`src/rtl/fetch_queue_pkg.sv`:
```
// Shared widths, reset constants and the FIFO entry layout for the fetch front end.
package fetch_queue_pkg;
  localparam int INST_W = 32;
  localparam int ADDR_W = 32;
  localparam logic [ADDR_W-1:0] RESET_PC_DEFAULT = 32'h0000_0000;
  localparam logic [INST_W-1:0] NOP = 32'h0000_0000;

  typedef struct packed {
    logic [INST_W-1:0] inst;
    logic [ADDR_W-1:0] pcplus4;
  } fq_entry_t;

  function automatic logic [ADDR_W-1:0] word_addr(input logic [ADDR_W-1:0] pc);
    return pc >> 2;
  endfunction
endpackage

```
`src/rtl/fetch_queue_fifo.sv`:
```
// DEPTH-entry FIFO of {inst, pcplus4}. The head is readable in the same cycle, and clear takes priority.
// There is no internal backpressure: the producer must not push when the FIFO is full.
module fetch_queue_fifo
  import fetch_queue_pkg::*;
#(
  parameter int DEPTH = 4
) (
  input  logic                     clk,
  input  logic                     rst_n,
  input  logic                     clear,
  input  logic                     push,
  input  fq_entry_t                push_dat,
  input  logic                     pop,
  output fq_entry_t                head_dat,
  output logic [$clog2(DEPTH):0]   count
);
  localparam int AW = $clog2(DEPTH);
  localparam int CW = AW + 1;

  fq_entry_t     mem_q [DEPTH];
  logic [AW-1:0] wr_ptr;
  logic [AW-1:0] rd_ptr;

  always_ff @(posedge clk or negedge rst_n) begin
    if (!rst_n) begin
      wr_ptr <= '0;
      rd_ptr <= '0;
      count  <= '0;
      for (int i = 0; i < DEPTH; i++) mem_q[i] <= '{inst: NOP, pcplus4: '0};
    end else if (clear) begin
      wr_ptr <= '0;
      rd_ptr <= '0;
      count  <= '0;
    end else begin
      if (push) begin
        mem_q[wr_ptr] <= push_dat;
        wr_ptr        <= wr_ptr + AW'(1);
      end
      if (pop) rd_ptr <= rd_ptr + AW'(1);
      case ({push, pop})
        2'b10:   count <= count + CW'(1);
        2'b01:   count <= count - CW'(1);
        default: ;
      endcase
    end
  end

  assign head_dat = mem_q[rd_ptr];
endmodule

```
`src/rtl/fetch_queue.sv`:
```
// Fetch PC owner. It issues credit-checked IMEM reads and buffers {inst, pc+4} for IF/ID, and a redirect flushes it.
// Request-to-dec_valid latency is 2 cycles. A read is issued only when a FIFO slot is reserved for its response.
module fetch_queue
  import fetch_queue_pkg::*;
#(
  parameter int                DEPTH    = 4,
  parameter logic [ADDR_W-1:0] RESET_PC = RESET_PC_DEFAULT
) (
  input  logic                   clk,
  input  logic                   rst_n,
  input  logic                   redirect_en,
  input  logic [ADDR_W-1:0]      redirect_pc,
  output logic                   imem_req,
  output logic [ADDR_W-1:0]      imem_addr,
  input  logic [INST_W-1:0]      imem_rdata,
  output logic                   dec_valid,
  input  logic                   dec_ready,
  output logic [INST_W-1:0]      dec_inst,
  output logic [ADDR_W-1:0]      dec_pcplus4,
  output logic [$clog2(DEPTH):0] fq_count
);
  localparam int CW = $clog2(DEPTH) + 1;
  localparam logic [CW-1:0] DEPTH_C = CW'(DEPTH);

  logic [ADDR_W-1:0] pc_q;
  logic [ADDR_W-1:0] tag_q;
  logic              inflight_q;
  logic [CW-1:0]     used;
  logic              push;
  logic              pop;
  fq_entry_t         push_dat;
  fq_entry_t         head_dat;

  // Buffered entries plus the outstanding read must leave room for one more response.
  assign used      = fq_count + CW'(inflight_q);
  assign imem_req  = rst_n & ~redirect_en & (used < DEPTH_C);
  assign imem_addr = imem_req ? word_addr(pc_q) : '0;

  assign push      = inflight_q & ~redirect_en;
  assign push_dat  = '{inst: imem_rdata, pcplus4: tag_q};
  assign dec_valid = (fq_count != '0) & ~redirect_en;
  assign pop       = dec_valid & dec_ready;

  assign dec_inst    = head_dat.inst;
  assign dec_pcplus4 = head_dat.pcplus4;

  always_ff @(posedge clk or negedge rst_n) begin
    if (!rst_n) begin
      pc_q       <= RESET_PC;
      tag_q      <= '0;
      inflight_q <= 1'b0;
    end else if (redirect_en) begin
      pc_q       <= redirect_pc & ~ADDR_W'(3);
      inflight_q <= 1'b0;
    end else if (imem_req) begin
      pc_q       <= pc_q + ADDR_W'(4);
      tag_q      <= pc_q + ADDR_W'(4);
      inflight_q <= 1'b1;
    end else begin
      inflight_q <= 1'b0;
    end
  end

  fetch_queue_fifo #(.DEPTH(DEPTH)) u_fifo (
    .clk      (clk),
    .rst_n    (rst_n),
    .clear    (redirect_en),
    .push     (push),
    .push_dat (push_dat),
    .pop      (pop),
    .head_dat (head_dat),
    .count    (fq_count)
  );
endmodule

```
`config.mk`:
```
export PLATFORM = sky130hd
export DESIGN_NAME = fetch_queue
export DESIGN_NICKNAME = d
export VERILOG_FILES = /design/src/rtl/fetch_queue_pkg.sv /design/src/rtl/fetch_queue_fifo.sv /design/src/rtl/fetch_queue.sv
export SDC_FILE = /design/constraint.sdc
export NUM_CORES = 1
export LEC_CHECK = 0
export CAP_MARGIN = 10
export CORE_MARGIN = 2
export CORE_UTILIZATION = 56
export CTS_BUF_LIST = sky130_fd_sc_hd__clkbuf_8 sky130_fd_sc_hd__clkbuf_16
export DETAILED_ROUTE_END_ITERATION = 7
export DONT_BUFFER_PORTS = 1
export PLACE_DENSITY = 0.74
export SLEW_MARGIN = 10
export SYNTH_ARGS = -nofsm -noshare
export SYNTH_HDL_FRONTEND = slang
export SYNTH_SLANG_ARGS = --single-unit
export TNS_END_PERCENT = 50
```
`constraint.sdc`:
```
create_clock -name clk -period 2 [get_ports clk]
set_input_delay 0.4 -clock clk [delete_from_list [all_inputs] [get_ports clk]]
set_output_delay 0.4 -clock clk [all_outputs]
set_load 0.01 [all_outputs]
```
==> impl_results.md <==
* Layout cell share with drive strength beyond 1 at 46.6%
* Crit path time final at around 2.2 ns
* Power per Cell Area at 1060 nW/um2
* Worst Path Max Fanout at 9
* Die height at 165 um
* Hold Worst Slack at -0.409 ns
* Clock tree buffer depth at 3
* Worst setup margin at -0.243 ns
* CTS tree: yes
* Area leader, netlist: dfrtp_1
* Via density at 5.86
* Vias in the first global route at 9,189
* Cts bufs inserted at 35
* H-tree Lvls at 2
* Status: finished, violations left
* GRT Total Usage at 23.3%
* P&R area growth vs syn at 18.3%
* Storage element area at 7910 um2
* Fin. Hold Viols at 316
* Failing checks: negative hold slack, negative setup slack
* Diode count at 0
* Final setup fails at 94
* Required time worst endpoint at 1.60 ns
* Crit-path cells: buf_12, buf_12, mux4_2
* Via count at 8,572
* Total core area at 25,300 um2
* Register area share after synthesis at a little over half
* Area contributors post-synth: dfrtp_1 (54%), mux2_2 (19%), mux4_2 (9.6%), xnor2_1 (2.7%), nand2_1 (2.2%)
* Slowest stage delay, CP at 0.59 ns
* Max-slew headroom at between 60% and 70%
* Avg Inst Size Synth at roughly 14 um2
* Hold/Removal Path Class: primary input to async pin
* Slew Limit Fails at 0
* Leakage at slightly below 8 nW
* Initial antenna violation count at 0
* PortBufs at 0
* CP Launch Type: flip-flop
* CP max stage cell: mux4_2
* Root buf cell: clkbuf_16
* Placer Congestion at between 0.7 and 0.8
* WL per Instance at between 20 and 25 um
* CTS clock-pin slew for the worst setup and hold paths at 0.06 ns
* Die area at 27,300 um2
* Setup Crit Path Kind: flip-flop to output pin
* Max cap viols at 0
* Largest net degree at the start of global routing at 320
* Final Routed Wirelength at approximately 31 mm
* First-pass GRT wire length at 49.4 mm
* #FFs+latches synth at 316
* Maximum VDD drop at about 0.69 mV
* Synthesized cell area at about 15,000 um2
* Final core utilization at 67.9%
* Multi-input gate area at 6550 um2
* Post-route ant nets at 0
* Power, Total at ~18 mW
* Top-Level Pins at 169
* Syn. warnings at 0
* RSZ-0062 raised after global routing: true
* Final net count at between 1,000 and 1,500
* Rows at 58
* Worst Clk Skew at 0.0137 ns
* Worst-margin pin slew at ~0.59 ns
* Initial DRT Pass Iterations at 6
* Crit share post-route at 112%
* Hpwl dp at 19.2 mm
* Clock Latency Late Sink at about 0.5 ns
* GRT overflow at 0
* Die width at 165 um
* Endpoint type of the worst setup path: output pin
* Clock Sinks at 316
* Final setup TNS at -18.81 ns
* Post-synthesis cell type count at 40
* CTS Hold Bufs at 1
* Initial Util at 57.4%
* Yosys top cell area share at 54.4%
* DRC at 0
* Synth Instances at 1,055
* FMAX at 446 MHz
* WP data arrival at between 1.5 and 2 ns
* FILL cells at between 1,500 and 2,000
* Iter 0 DRT Violations at 445
* Worst path most repeated cell: buf_12
-- cell usage after synthesis --
cell type	number
a2111oi_0	1
a211oi_1	1
a21o_1	1
a221oi_1	1
a22oi_1	1
and2_1	30
and3_1	5
and4_1	1
buf_1	8
buf_2	9
buf_4	4
buf_6	2
buf_8	1
clkbuf_1	54
conb_1	1
dfrtp_1	316
fa_1	1
ha_1	5
inv_1	8
mux2_2	249
mux2i_1	4
mux4_2	62
nand2_1	87
nand3_1	14
nand4_1	7
nand4_4	1
nor2_1	20
nor2b_1	2
nor3_1	13
nor3_2	8
nor4_1	9
nor4_2	1
nor4_4	1
o21ai_0	31
o21ai_1	30
or3_1	1
or4_1	3
or4_4	1
xnor2_1	45
xor2_1	16
-- metal layers --
metal / GRT usage (%) / part of all wire (%) / vias to the layer above
met5: 0 / 0 / -
met4: 5.57 / 1.6 / 0
met3: 5.19 / 6.5 / 39
met2: 40.0 / 50 / 202
met1: 30.3 / 42 / 4452
li1: - / - / 3879
-- worst paths after layout --
check	startpoint	to	slack (ns)	cells past startpoint
worst max-delay path	u_fifo.rd_ptr[0]	dec_pcplus4[30]	-0.24	3
worst min-delay path	rst_n	u_fifo.mem_q[111]	-0.41	0
worst max register to register	pc_q[8]	pc_q[22]	-0.02	7
worst min register to register	u_fifo.mem_q[118]	u_fifo.mem_q[118]	0.50	1
max in group asynchronous	rst_n	u_fifo.mem_q[32]	1.91	0
min in group clk	redirect_en	pc_q[14]	0.02	1
-- where the power goes --
group | switching, mW | internal [mW]
Sequential | 0.737 | 7.62
Combinational | 1.47 | 1.96
Clock | 2.48 | 4.05
Total | 4.68 | 13.6
-- kinds of logic after synthesis --
logic type,after synthesis,synth area share [%]
multiplexers,315,29.2
buffers and inverters,86,2.58
other,1,0.0258
XOR/XNOR,61,3.67
AND/OR/NAND/NOR,204,7.24
adder cells (fa/ha/maj),6,0.568
flip-flops,316,54.4
AO/OA/AOI/OAI,66,2.37
-- cell usage in the layout (no fill, tap or decap), types with 7 or more instances in the layout --
master and n:
and2_4 28, buf_12 19, buf_4 54, buf_6 7
clkbuf_16 43, clkbuf_8 12, dfrtp_1 313, inv_1 14
mux2_2 249, mux4_2 62, nand2_1 83, nand3_1 12
nand4_1 7, nor2_1 17, nor3_1 12, nor3_2 7
o21ai_0 30, o21ai_1 31, xnor2_1 44, xor2_1 16
-- critical path: cells and delay by family, from the launching register on --
kind / cells / cell delay (ns)
buffers and inverters: 2 / 0.32
DFF: 1 / 0.43
muxes: 1 / 0.59
-- registers in the layout, indices dropped and copies added, names as in the netlist --
name,cells
u_fifo.mem_q,248
pc_q,30
tag_q,30
u_fifo.count,3
u_fifo.rd_ptr,2
u_fifo.wr_ptr,2
inflight_q,1
-- metrics by stage --
step | std cells | worst slack (ns) | hold slack (ns) | cell area (um2)
final | 1462 | -0.243 | -0.409 | 17200
after global routing | 1462 | -0.287 | -0.425 | 17200
after CTS | 1456 | -0.301 | -0.426 | 16900
after detailed placement | 1381 | -0.0318 | 0.114 | 15400
after global placement | 1381 | 0.0325 | 0.116 | 15400
after floorplan | 1058 | -0.0749 | 0.104 | 14600
-- layout make-up --
cell class                 count  area share (%)
sequential                   316            46.0
multi-input combinational    656            38.1
clock buffer                  49            6.34
timing repair buffer          89            6.31
tap                          330            2.40
clock inverter                14           0.684
inverter                       8           0.204
-- repair_timing --
action,in CTS,in global routing
gates cloned,3,6
pin swaps,8,28
setup endpoints to repair,97,199
hold endpoints to repair,346,316
resized for setup,48,28
buffers inserted,9,3
No activity file was read; power rests on OpenSTA's default activity.
